==> src/rtl/pipeline_ctrl_pkg.sv <==
// Shared types for the pipeline stall/flush/halt sequencer: FSM states and
// bit positions of the packed pipeline-register enable vector.
package pipeline_ctrl_pkg;

   typedef enum logic [1:0] {
      RUN      = 2'd0,
      MEM_WAIT = 2'd1,
      HALTED   = 2'd2,
      RESUME   = 2'd3
   } state_e;

   localparam int EN_W      = 5;
   localparam int EN_PC     = 0;
   localparam int EN_IF_ID  = 1;
   localparam int EN_ID_EX  = 2;
   localparam int EN_EX_MEM = 3;
   localparam int EN_MEM_WB = 4;

   localparam logic [EN_W-1:0] EN_ALL  = 5'b11111;
   localparam logic [EN_W-1:0] EN_NONE = 5'b00000;

endpackage

==> src/rtl/pipeline_ctrl_if.sv <==
// Hazard inputs, pipeline-register enables/clears and statistics exchanged
// between the datapath (master) and the sequencer (slave).
interface pipeline_ctrl_if #(
   parameter int CNT_W = 16
);
   logic [4:0]       id_rs;
   logic [4:0]       id_rt;
   logic             id_use_rs;
   logic             id_use_rt;
   logic             ex_memread;
   logic [4:0]       ex_wr;
   logic             br_taken;
   logic             mem_busy;
   logic             halt_wb;
   logic             go;
   logic             en_pc;
   logic             en_if_id;
   logic             en_id_ex;
   logic             en_ex_mem;
   logic             en_mem_wb;
   logic             clr_if_id;
   logic             clr_id_ex;
   logic             clr_mem_wb;
   logic             halted;
   logic             err;
   logic [CNT_W-1:0] cycle_cnt;
   logic [CNT_W-1:0] stall_cnt;
   logic [CNT_W-1:0] flush_cnt;

   modport master (
      output id_rs, id_rt, id_use_rs, id_use_rt, ex_memread, ex_wr,
             br_taken, mem_busy, halt_wb, go,
      input  en_pc, en_if_id, en_id_ex, en_ex_mem, en_mem_wb,
             clr_if_id, clr_id_ex, clr_mem_wb, halted, err,
             cycle_cnt, stall_cnt, flush_cnt
   );

   modport slave (
      input  id_rs, id_rt, id_use_rs, id_use_rt, ex_memread, ex_wr,
             br_taken, mem_busy, halt_wb, go,
      output en_pc, en_if_id, en_id_ex, en_ex_mem, en_mem_wb,
             clr_if_id, clr_id_ex, clr_mem_wb, halted, err,
             cycle_cnt, stall_cnt, flush_cnt
   );
endinterface

==> src/rtl/load_use_detect.sv <==
// Combinational load-use comparator: the ID instruction reads a register that
// the load in EX has not yet produced. $zero never creates a dependency.
module load_use_detect (
   input  logic       ex_memread,
   input  logic [4:0] ex_wr,
   input  logic [4:0] id_rs,
   input  logic [4:0] id_rt,
   input  logic       id_use_rs,
   input  logic       id_use_rt,
   output logic       hazard
);

   // Match either live source operand against the pending load destination
   always_comb begin
      hazard = ex_memread & (ex_wr != 5'd0) &
               ((id_use_rs & (id_rs == ex_wr)) | (id_use_rt & (id_rt == ex_wr)));
   end

endmodule

==> src/rtl/pipeline_ctrl.sv <==
// Stall/flush/halt sequencer for the five-stage pipeline: decodes enables and
// bubble clears with zero latency and keeps cycle/stall/flush statistics.
module pipeline_ctrl
   import pipeline_ctrl_pkg::*;
#(
   parameter int CNT_W    = 16,
   parameter int WAIT_MAX = 15
) (
   input  logic           clk,
   input  logic           rst_n,
   pipeline_ctrl_if.slave bus
);

   localparam int               BUSY_W    = $clog2(WAIT_MAX);
   localparam logic [BUSY_W-1:0] BUSY_LAST = BUSY_W'(WAIT_MAX - 1);

   state_e            state_r, state_s;
   logic              go_q_r, go_rise_r;
   logic [BUSY_W-1:0] busy_run_r;
   logic              err_r;
   logic [CNT_W-1:0]  cycle_cnt_r, stall_cnt_r, flush_cnt_r;

   logic              load_use_s;
   logic [EN_W-1:0]   fr_en_s;
   logic              fr_clr_if_id_s, fr_clr_id_ex_s, fr_stall_s, fr_flush_s;
   logic [EN_W-1:0]   en_s;
   logic              clr_if_id_s, clr_id_ex_s, clr_mem_wb_s;
   logic              stall_inc_s, flush_inc_s, err_set_s;

   load_use_detect u_load_use (
      .ex_memread (bus.ex_memread),
      .ex_wr      (bus.ex_wr),
      .id_rs      (bus.id_rs),
      .id_rt      (bus.id_rt),
      .id_use_rs  (bus.id_use_rs),
      .id_use_rt  (bus.id_use_rt),
      .hazard     (load_use_s)
   );

   // Free-flowing decode; branch wins over load-use since the stalled op is flushed
   always_comb begin
      fr_en_s        = EN_ALL;
      fr_clr_if_id_s = 1'b0;
      fr_clr_id_ex_s = 1'b0;
      fr_stall_s     = 1'b0;
      fr_flush_s     = 1'b0;
      if (bus.br_taken) begin
         fr_clr_if_id_s = 1'b1;
         fr_clr_id_ex_s = 1'b1;
         fr_flush_s     = 1'b1;
      end else if (load_use_s) begin
         fr_en_s[EN_PC]    = 1'b0;
         fr_en_s[EN_IF_ID] = 1'b0;
         fr_clr_id_ex_s    = 1'b1;
         fr_stall_s        = 1'b1;
      end else begin
         fr_en_s = EN_ALL;
      end
   end

   // Next-state and enable/clear decode
   always_comb begin
      state_s      = state_r;
      en_s         = EN_NONE;
      clr_if_id_s  = 1'b0;
      clr_id_ex_s  = 1'b0;
      clr_mem_wb_s = 1'b0;
      stall_inc_s  = 1'b0;
      flush_inc_s  = 1'b0;
      err_set_s    = 1'b0;
      case (state_r)
         RUN, MEM_WAIT, RESUME: begin
            if (bus.halt_wb && (state_r != RESUME)) begin
               state_s = HALTED;
            end else if (bus.mem_busy) begin
               en_s[EN_MEM_WB] = 1'b1;
               clr_mem_wb_s    = 1'b1;
               stall_inc_s     = 1'b1;
               if (busy_run_r == BUSY_LAST) begin
                  err_set_s = 1'b1;
                  state_s   = HALTED;
               end else begin
                  state_s = MEM_WAIT;
               end
            end else begin
               en_s        = fr_en_s;
               clr_if_id_s = fr_clr_if_id_s;
               clr_id_ex_s = fr_clr_id_ex_s;
               stall_inc_s = fr_stall_s;
               flush_inc_s = fr_flush_s;
               state_s     = RUN;
            end
         end
         HALTED: begin
            if (go_rise_r && !err_r) begin
               state_s = RESUME;
            end else begin
               state_s = HALTED;
            end
         end
         default: state_s = RUN;
      endcase
   end

   // State register
   always_ff @(posedge clk or negedge rst_n) begin
      if (!rst_n) begin
         state_r <= RUN;
      end else begin
         state_r <= state_s;
      end
   end

   // GO edges are only kept when sampled in HALTED, so one arriving on entry is dropped
   always_ff @(posedge clk or negedge rst_n) begin
      if (!rst_n) begin
         go_q_r    <= 1'b0;
         go_rise_r <= 1'b0;
      end else begin
         go_q_r    <= bus.go;
         go_rise_r <= (state_r == HALTED) & bus.go & ~go_q_r;
      end
   end

   // Consecutive MEM_BUSY run length, saturating at the timeout threshold
   always_ff @(posedge clk or negedge rst_n) begin
      if (!rst_n) begin
         busy_run_r <= '0;
      end else if (!bus.mem_busy) begin
         busy_run_r <= '0;
      end else if (busy_run_r != BUSY_LAST) begin
         busy_run_r <= busy_run_r + BUSY_W'(1);
      end else begin
         busy_run_r <= busy_run_r;
      end
   end

   // Sticky timeout flag and wrapping statistics counters
   always_ff @(posedge clk or negedge rst_n) begin
      if (!rst_n) begin
         err_r       <= 1'b0;
         cycle_cnt_r <= '0;
         stall_cnt_r <= '0;
         flush_cnt_r <= '0;
      end else begin
         if (err_set_s) begin
            err_r <= 1'b1;
         end
         if (state_r != HALTED) begin
            cycle_cnt_r <= cycle_cnt_r + CNT_W'(1);
         end
         if (stall_inc_s) begin
            stall_cnt_r <= stall_cnt_r + CNT_W'(1);
         end
         if (flush_inc_s) begin
            flush_cnt_r <= flush_cnt_r + CNT_W'(1);
         end
      end
   end

   assign bus.en_pc      = rst_n & en_s[EN_PC];
   assign bus.en_if_id   = rst_n & en_s[EN_IF_ID];
   assign bus.en_id_ex   = rst_n & en_s[EN_ID_EX];
   assign bus.en_ex_mem  = rst_n & en_s[EN_EX_MEM];
   assign bus.en_mem_wb  = rst_n & en_s[EN_MEM_WB];
   assign bus.clr_if_id  = rst_n & clr_if_id_s;
   assign bus.clr_id_ex  = rst_n & clr_id_ex_s;
   assign bus.clr_mem_wb = rst_n & clr_mem_wb_s;
   assign bus.halted     = (state_r == HALTED);
   assign bus.err        = err_r;
   assign bus.cycle_cnt  = cycle_cnt_r;
   assign bus.stall_cnt  = stall_cnt_r;
   assign bus.flush_cnt  = flush_cnt_r;

endmodule

==> src/flat_wrapper.sv <==
// flat-port wrapper written by rule: the top's interface ports become plain ports
module pipeline_ctrl_flat import pipeline_ctrl_pkg::*;
#(
   parameter int CNT_W    = 16,
   parameter int WAIT_MAX = 15
)
  (clk, rst_n, bus_id_rs, bus_id_rt, bus_id_use_rs, bus_id_use_rt, bus_ex_memread, bus_ex_wr, bus_br_taken, bus_mem_busy, bus_halt_wb, bus_go, bus_en_pc, bus_en_if_id, bus_en_id_ex, bus_en_ex_mem, bus_en_mem_wb, bus_clr_if_id, bus_clr_id_ex, bus_clr_mem_wb, bus_halted, bus_err, bus_cycle_cnt, bus_stall_cnt, bus_flush_cnt);
  pipeline_ctrl_if #(.CNT_W(CNT_W)) bus_i ();
  input  logic clk;
  input  logic rst_n;
  input wire logic [$bits(bus_i.id_rs)-1:0] bus_id_rs;
  input wire logic [$bits(bus_i.id_rt)-1:0] bus_id_rt;
  input wire logic [$bits(bus_i.id_use_rs)-1:0] bus_id_use_rs;
  input wire logic [$bits(bus_i.id_use_rt)-1:0] bus_id_use_rt;
  input wire logic [$bits(bus_i.ex_memread)-1:0] bus_ex_memread;
  input wire logic [$bits(bus_i.ex_wr)-1:0] bus_ex_wr;
  input wire logic [$bits(bus_i.br_taken)-1:0] bus_br_taken;
  input wire logic [$bits(bus_i.mem_busy)-1:0] bus_mem_busy;
  input wire logic [$bits(bus_i.halt_wb)-1:0] bus_halt_wb;
  input wire logic [$bits(bus_i.go)-1:0] bus_go;
  output wire logic [$bits(bus_i.en_pc)-1:0] bus_en_pc;
  output wire logic [$bits(bus_i.en_if_id)-1:0] bus_en_if_id;
  output wire logic [$bits(bus_i.en_id_ex)-1:0] bus_en_id_ex;
  output wire logic [$bits(bus_i.en_ex_mem)-1:0] bus_en_ex_mem;
  output wire logic [$bits(bus_i.en_mem_wb)-1:0] bus_en_mem_wb;
  output wire logic [$bits(bus_i.clr_if_id)-1:0] bus_clr_if_id;
  output wire logic [$bits(bus_i.clr_id_ex)-1:0] bus_clr_id_ex;
  output wire logic [$bits(bus_i.clr_mem_wb)-1:0] bus_clr_mem_wb;
  output wire logic [$bits(bus_i.halted)-1:0] bus_halted;
  output wire logic [$bits(bus_i.err)-1:0] bus_err;
  output wire logic [$bits(bus_i.cycle_cnt)-1:0] bus_cycle_cnt;
  output wire logic [$bits(bus_i.stall_cnt)-1:0] bus_stall_cnt;
  output wire logic [$bits(bus_i.flush_cnt)-1:0] bus_flush_cnt;
  assign bus_i.id_rs = bus_id_rs;
  assign bus_i.id_rt = bus_id_rt;
  assign bus_i.id_use_rs = bus_id_use_rs;
  assign bus_i.id_use_rt = bus_id_use_rt;
  assign bus_i.ex_memread = bus_ex_memread;
  assign bus_i.ex_wr = bus_ex_wr;
  assign bus_i.br_taken = bus_br_taken;
  assign bus_i.mem_busy = bus_mem_busy;
  assign bus_i.halt_wb = bus_halt_wb;
  assign bus_i.go = bus_go;
  assign bus_en_pc = bus_i.en_pc;
  assign bus_en_if_id = bus_i.en_if_id;
  assign bus_en_id_ex = bus_i.en_id_ex;
  assign bus_en_ex_mem = bus_i.en_ex_mem;
  assign bus_en_mem_wb = bus_i.en_mem_wb;
  assign bus_clr_if_id = bus_i.clr_if_id;
  assign bus_clr_id_ex = bus_i.clr_id_ex;
  assign bus_clr_mem_wb = bus_i.clr_mem_wb;
  assign bus_halted = bus_i.halted;
  assign bus_err = bus_i.err;
  assign bus_cycle_cnt = bus_i.cycle_cnt;
  assign bus_stall_cnt = bus_i.stall_cnt;
  assign bus_flush_cnt = bus_i.flush_cnt;
  pipeline_ctrl #(.CNT_W(CNT_W), .WAIT_MAX(WAIT_MAX)) u_core (.clk(clk), .rst_n(rst_n), .bus(bus_i));
endmodule
==> config.mk <==
export PLATFORM = sky130hd
export DESIGN_NAME = pipeline_ctrl_flat
export DESIGN_NICKNAME = d
export VERILOG_FILES = /design/src/rtl/pipeline_ctrl_pkg.sv /design/src/rtl/pipeline_ctrl_if.sv /design/src/rtl/load_use_detect.sv /design/src/rtl/pipeline_ctrl.sv /design/src/flat_wrapper.sv
export SDC_FILE = /design/constraint.sdc
export NUM_CORES = 1
export LEC_CHECK = 0
export CAP_MARGIN = 20
export CORE_ASPECT_RATIO = 1.75
export CORE_MARGIN = 2
export CORE_UTILIZATION = 50
export DETAILED_ROUTE_END_ITERATION = 8
export PLACE_DENSITY_LB_ADDON = 0.2
export RECOVER_POWER = 100
export REMOVE_ABC_BUFFERS = 1
export SYNTH_ARGS = -nofsm -noshare
export SYNTH_HDL_FRONTEND = slang
export SYNTH_SLANG_ARGS = --single-unit
==> constraint.sdc <==
create_clock -name clk -period 6.4 [get_ports clk]
set_clock_uncertainty 0.2 [all_clocks]
set_input_delay 0.96 -clock clk [delete_from_list [all_inputs] [get_ports clk]]
set_output_delay 0.96 -clock clk [all_outputs]
set_load 0.05 [all_outputs]
==> metrics.md, run 1 <==
| Metric | Value |
|---|---|
| Netlist cell types | `between 40 and 50` |
| Critical Path Max Stage Delay | `900 ps` |
| Final nets | `365` |
| F_max | `between 200 and 250 MHz` |
| Post-synth EDFFs | `0` |
| Routed wire length | `5530 um` |
| Total Power | `1.30 mW` |
| Chip width | `about 60 um` |
| CP startpoint kind | `primary input` |
| Worst VDD drop | `329 uV` |
| Worst-path cell chain | `dlygate4sd3_1 > or4_1 > o21ai_0 > nor3_1 > nor3_1 > dlygate4sd3_1` |
| Num rows | `35` |
| N_diodes | `0` |
| Max Slew Vio Count | `0` |
| Worst-Skew Late Latency | `330 ps` |
| Top delay family on crit path | `buffers and inverters` |
| Number of cells on the worst reg-to-reg path | `7` |
| Vias in the first global route | `2027` |
| First-pass GRT wire length | `between 9000 and 10000 um` |
| Total number of vias | `2105` |
| YS warnings | `0` |
| CP Max Fanout | `4` |
| CTS Hold Bufs | `0` |
| Placed cell area | `3640 sq um` |
| Largest net degree at the start of global routing | `44` |
| HP Class | `flop to flop` |
| FF+latch count, synth | `57` |
| TritonCTS clock tree | `yes` |
| Post-synth ARST share | `1.00` |
| Post-Syn Area | `2760 sq um` |
| Crit Path Class | `primary input to primary output` |
| Relative slew slack | `0.390` |
| Leak | `1.78 nW` |
| Fin util | `0.702` |
| Initial Utilization | `0.521` |
| Area growth from synthesis to final layout | `34.6%` |
| Die Span Y | `102 um` |
| Port-buffer cells | `81` |
| CP Data Arrival Time | `3630 ps` |
| Post-DP HPWL | `4190 um` |
| Worst Hold Depth | `1` |
| GPL Wtd Cong | `about 0.78` |
| Main synth FF type | `dfrtp_1` |
| Vias per cell | `a little over 5` |
| Seq/Total Area, Yosys | `0.517` |
| Core area | `about 5300 sq um` |
| GRT overflow | `0` |
| Critical path buffer and inverter count | `2` |
| Share of cells above drive strength 1 | `0.0562` |
| CTS root buffer | `clkbuf_8` |
| Cell Pwr Density | `351 nW/um^2` |
| RSZ-0062 raised after global routing | `no` |
| Crit path depth | `6` |
| Worst Max-Slew Pin Slew | `roughly 900 ps` |
| First-pass DRT Iterations | `6` |
| Final TNS setup | `0 ps` |
| Max-Cap Viols | `0` |
| DRC | `0` |
| Outcome | `finished, final reports clean` |
| Design area | `3720 sq um` |
| Mean Syn Cell Area | `11.2 sq um` |
| Post-route ant nets | `0` |
| # resized after CTS | `0` |
| Final setup viols | `0` |
| Post-CTS Setup Repair Bufs | `0` |
| CP required | `about 5200 ps` |
| Total track usage | `0.201` |
| Top Ports | `82` |
| Final hold violation count | `0` |
| Die area | `approximately 6000 sq um` |
| Filler cells | `426` |
| Fin crit share | `0.749` |
| H-tree levels | `3` |
| Synth Instances | `247` |
| Initial antenna violation count | `0` |
| Clock Sinks | `57` |
| CTS Buf Count | `9` |
| Clock tree buffer depth | `2` |
| CP max-delay cell | `dlygate4sd3_1` |
| CP Capture Type | `primary output` |
| DR iter-0 viols | `68` |
| Routed len/inst | `around 13 um` |
| Worst-path clk slew | `60 ps` |
| Crit path time final | `about 4800 ps` |
-- cells by family after synthesis --
logic type,share of synthesized area
AND/OR/NAND/NOR,0.197
flip-flops,0.517
XOR/XNOR,0.178
AO/OA/AOI/OAI,0.0530
buffers and inverters,0.0254
adder cells (fa/ha/maj),0.0227
multiplexers,0.00816
-- cell usage in the layout, fill, tap and decap left out, types with 2 or more instances in the layout --
master	instances
dlygate4sd3_1	61
dfrtp_1	57
xnor2_1	33
nand2_1	27
xor2_1	23
clkdlybuf4s50_1	19
nand3_1	15
nor2_1	15
nand4_1	12
clkbuf_8	10
inv_1	9
nor3_1	7
and3_1	6
o21ai_0	5
nor4_1	5
ha_1	5
clkbuf_1	3
nand2b_1	2
a21oi_1	2
and2_1	2
mux2_2	2
-- cell usage after synthesis (2+ instances only) --
cell type | n | area share
nand2_1 | 27 | 0.037
a21oi_1 | 2 | 0.0036
nor4_1 | 3 | 0.0068
nand2b_1 | 2 | 0.0045
nor3_2 | 3 | 0.011
buf_4 | 2 | 0.0054
xor2_1 | 23 | 0.073
nand4_1 | 11 | 0.025
nor3_1 | 4 | 0.0072
xnor2_1 | 33 | 0.10
and3_1 | 6 | 0.014
dfrtp_1 | 57 | 0.52
o21ai_0 | 2 | 0.0036
ha_1 | 5 | 0.023
nand3_1 | 15 | 0.027
o21ai_1 | 2 | 0.0036
inv_1 | 9 | 0.012
and2_1 | 2 | 0.0045
nor2_1 | 15 | 0.020
mux2_2 | 2 | 0.0082
-- registers in the layout, indices dropped and copies added, names as in the netlist --
register / cells
u_core.state_r: 2
u_core.go_rise_r: 1
u_core.bus.err: 1
u_core.bus.stall_cnt: 16
u_core.bus.cycle_cnt: 16
u_core.busy_run_r: 4
u_core.bus.flush_cnt: 16
u_core.go_q_r: 1
-- per-stage QoR --
step                      worst slack, ps  instances  hold WS (ps)
final                                1610        412           204
after global routing                 1450        412           222
after CTS                            1770        412           207
after detailed placement             1790        399           199
after global placement               1830        399           200
after floorplan                      1370        243           183
-- area by class of cell --
type / count / area, sq um / share of cell area
sequential: 57 / 1430 / 0.384
inverter: 10 / 38.8 / 0.0104
clock inverter: 1 / 5.00 / 0.00135
clock buffer: 12 / 145 / 0.0390
tap: 74 / 92.6 / 0.0249
multi-input combinational: 176 / 1200 / 0.322
timing repair buffer: 82 / 812 / 0.218
-- worst reg2reg max path, cell delays in order, from the launching register on --
cell and delay (ps):
dfrtp_1 370, nand2b_1 220, clkinvlp_2 340, a21o_1 250, or4_2 630, o21ai_0 690, nand4_1 220, xnor2_1 170
-- layer usage --
metal	vias up	GRT usage	part of all wire
li1	1012	-	-
met1	1013	0.222	0.39
met2	73	0.340	0.54
met3	7	0.0633	0.055
met4	0	0.0974	0.017
met5	-	0	0
-- report_power, final --
group / switching, mW / internal (mW) / total, mW
Combinational: 0.363 / 0.175 / 0.538
Sequential: 0.0722 / 0.424 / 0.496
Clock: 0.126 / 0.144 / 0.270
-- worst paths after layout --
kind / startpoint / end / slack, ps
worst max-delay path: bus_ex_wr[2] / bus_en_pc / 1610
worst min-delay path: u_core.go_q_r / u_core.go_rise_r / 200
worst max register to register: u_core.state_r[1] / u_core.bus.stall_cnt[9] / 3200
worst min register to register: u_core.go_q_r / u_core.go_rise_r / 200
max in group asynchronous: rst_n / u_core.bus.stall_cnt[7] / 4370
min in group asynchronous: rst_n / u_core.bus.cycle_cnt[7] / 540
(Power assumes the default switching activity.)
==> run 2, diff against run 1 <==
--- a/config.mk
+++ b/config.mk
@@ -8,7 +8,7 @@
 export CAP_MARGIN = 20
 export CORE_ASPECT_RATIO = 1.75
 export CORE_MARGIN = 2
-export CORE_UTILIZATION = 50
+export CORE_UTILIZATION = 47
 export DETAILED_ROUTE_END_ITERATION = 8
 export PLACE_DENSITY_LB_ADDON = 0.2
 export RECOVER_POWER = 100
==> constraint.sdc (replaced) <==
create_clock -name clk -period 4.8 [get_ports clk]
set_clock_uncertainty 0.2 [all_clocks]
set_input_delay 0.72 -clock clk [delete_from_list [all_inputs] [get_ports clk]]
set_output_delay 0.72 -clock clk [all_outputs]
set_load 0.05 [all_outputs]
==> run 2 against run 1 <==
Compared with the run above: the run now ends with max-capacitance violations, max-slew violations left; utilization is 5.3 points lower; first-iteration DRC count is 15% lower; combinational power is 34% higher; via count is 1.4% higher; sequential cell count stayed put; non-clock buffer count is 1 higher; die area is 6.0% higher; global-route usage is 0.17 points lower; worst hold slack better by 11 ps; final area is 0.91% higher; routed wire length is 3.3% higher; critical path type unchanged; largest cell class unchanged.
==> metrics.md, run 2 (synthesis results as in run 1) <==
| Metric | Value |
|---|---|
| Fin crit share | `0.896` |
| Outcome | `complete, but fails checks` |
| F_max | `232 MHz` |
| Clock tree buffer depth | `2 (unchanged)` |
| Critical Path Max Stage Delay | `900 ps (about the same)` |
| Total number of vias | `2134 (+1.4%)` |
| Filler cells | `496 (+16%)` |
| Port-buffer cells | `81 (unchanged)` |
| Final setup viols | `0 (unchanged)` |
| Worst Setup SP | `bus_ex_wr[0]` |
| Leak | `1.77 nW (-0.64%)` |
| Gate power share | `0.395 (-0.017)` |
| R2R setup slack | `1610 ps (-1590 ps)` |
| Initial antenna violation count | `0 (unchanged)` |
| Flop pwr share | `0.363 (-0.017)` |
| Die Span Y | `105 um (+3.0%)` |
| RSZ-0062 raised after global routing | `no` |
| Fin util | `0.648 (-0.0533)` |
| Design area | `3750 sq um (+0.91%)` |
| CP Data Arrival Time | `3380 ps (-250 ps)` |
| CP Max Fanout | `4 (unchanged)` |
| DRC | `0 (unchanged)` |
| CP Capture Type | `primary output` |
| Failing checks | `max-capacitance violations, max-slew violations` |
| Switch share | `0.418 (-0.0126)` |
| Capture point of the critical path | `bus_en_if_id` |
| Share of cells above drive strength 1 | `0.0557 (-0.000495)` |
| CTS Hold Bufs | `0 (unchanged)` |
| PnR worst setup slack | `498 ps (-1110 ps)` |
| Post-Layout Cell Count | `419 (+1.7%)` |
| R2r endpoint | `u_core.bus.stall_cnt[9]` |
| Initial Utilization | `0.477 (-0.0439)` |
| Routed wire length | `5710 um (+3.3%)` |
| P_sw | `0.761 mW (+36%)` |
| CP max-delay cell | `dlygate4sd3_1` |
| Die area | `6530 sq um (+6.0%)` |
| Placed cell area | `3650 sq um (+0.34%)` |
| Core area | `5790 sq um (+9.2%)` |
| Final nets | `366 (+0.27%)` |
| Vias per cell | `5.09 (-0.32%)` |
| Clock Sinks | `57 (unchanged)` |
| Post-CTS Setup Repair Bufs | `0 (unchanged)` |
| Relative slew slack | `-1.00 (-1.39)` |
| GPL Wtd Cong | `0.719 (-7.8%)` |
| Number of cells on the worst reg-to-reg path | `7 (unchanged)` |
| DR iter-0 viols | `58 (-15%)` |
| Area growth from synthesis to final layout | `35.8%` |
| Final hold slack | `215 ps (+11.0 ps)` |
| Pre-CTS setup slack | `667 ps (-1130 ps)` |
| Largest net degree at the start of global routing | `58 (+32%)` |
| # resized after CTS | `0 (unchanged)` |
| Final TNS setup | `0 ps (unchanged)` |
| First-pass GRT wire length | `9580 um (+4.2%)` |
| GRT overflow | `0 (unchanged)` |
| Routed len/inst | `13.6 um (+1.6%)` |
| Post-route ant nets | `0 (unchanged)` |
| Worst-path cell chain | `dlygate4sd3_1 > or4_1 > o21ai_0 > nor3_1 > nor3_1 > dlygate4sd3_1` |
| Cell Pwr Density | `486 nW/um^2 (+39%)` |
| Num rows | `37 (+5.7%)` |
| First-pass DRT Iterations | `4 (-2)` |
| CP required | `3880 ps (-1360 ps)` |
| Vias in the first global route | `2171 (+7.1%)` |
| Final hold violation count | `0 (unchanged)` |
| Top Ports | `82 (unchanged)` |
| Worst-path clk slew | `60 ps (about the same)` |
| CTS root buffer | `clkbuf_8` |
| Crit Path Class | `primary input to primary output` |
| Clk pwr share | `0.242 (+0.035)` |
| Worst Max-Slew Pin Slew | `3000 ps (+2090 ps)` |
| Max Slew Vio Count | `58 (+58)` |
| Critical R2R Launch | `u_core.state_r[1]` |
| Worst VDD drop | `248 uV (-25%)` |
| Most frequent cells in the layout | `dlygate4sd3_1 (61), dfrtp_1 (57), xnor2_1 (33)` |
| Max-Cap Viols | `1 (+1)` |
| Chip width | `61.9 um (+2.9%)` |
| N_diodes | `0 (unchanged)` |
| Total Power | `1.82 mW (+40%)` |
| Commonest non-fill, non-tap cell in the layout | `dlygate4sd3_1` |
| Crit path time final | `4300 ps` |
| HP Class | `flop to flop` |
| Post-placement cell count | `404 (+1.3%)` |
| Total track usage | `0.199 (-0.00170)` |
| Worst-Skew Late Latency | `330 ps (about the same)` |
| Post-DP HPWL | `4290 um (+2.3%)` |
| CTS Buf Count | `9 (unchanged)` |
| TritonCTS clock tree | `yes` |
| H-tree levels | `3 (unchanged)` |
| Internal power component | `1.06 mW (+43%)` |
| CP startpoint kind | `primary input` |
## run 2: metal layers
layer,wire length [um],global-route usage
met1,2190,0.227
met2,2990,0.315
met3,343,0.0675
met4,194,0.108
met5,0,0
## run 2: cell type report
type	count	area (sq um)	area share
Sequential cell	57	1430	0.380
Timing Repair Buffer	83	812	0.216
Clock buffer	12	155	0.0414
Multi-Input combinational cell	176	1180	0.315
Clock inverter	3	40.0	0.0107
Tap cell	78	97.6	0.0260
Inverter	10	38.8	0.0103
## run 2: worst min path at each step
stage	start	endpoint	slack (ps)	cells past startpoint
after global routing	u_core.go_q_r	u_core.go_rise_r	250	1
final	u_core.go_q_r	u_core.go_rise_r	210	1
after global placement	u_core.go_q_r	u_core.go_rise_r	190	1
after CTS	u_core.go_q_r	u_core.go_rise_r	220	1
after floorplan	u_core.go_q_r	u_core.go_rise_r	180	1
after detailed placement	u_core.go_q_r	u_core.go_rise_r	200	1
## run 2: worst max-delay path, delay by kind of cell
kind	cells	cell delay (ps)
AO/OA/AOI/OAI	1	320
AND/OR/NAND/NOR	3	830
buffers and inverters	2	1490
## run 2: power by group through the flow
stage / combinational (mW) / clock, mW / sequential [mW]
after floorplan: 0.273 / 0 / 0.903
after global placement: 0.770 / 0 / 0.674
after detailed placement: 0.780 / 0 / 0.679
after CTS: 0.782 / 0.455 / 0.671
after global routing: 0.774 / 0.475 / 0.678
final: 0.720 / 0.441 / 0.663
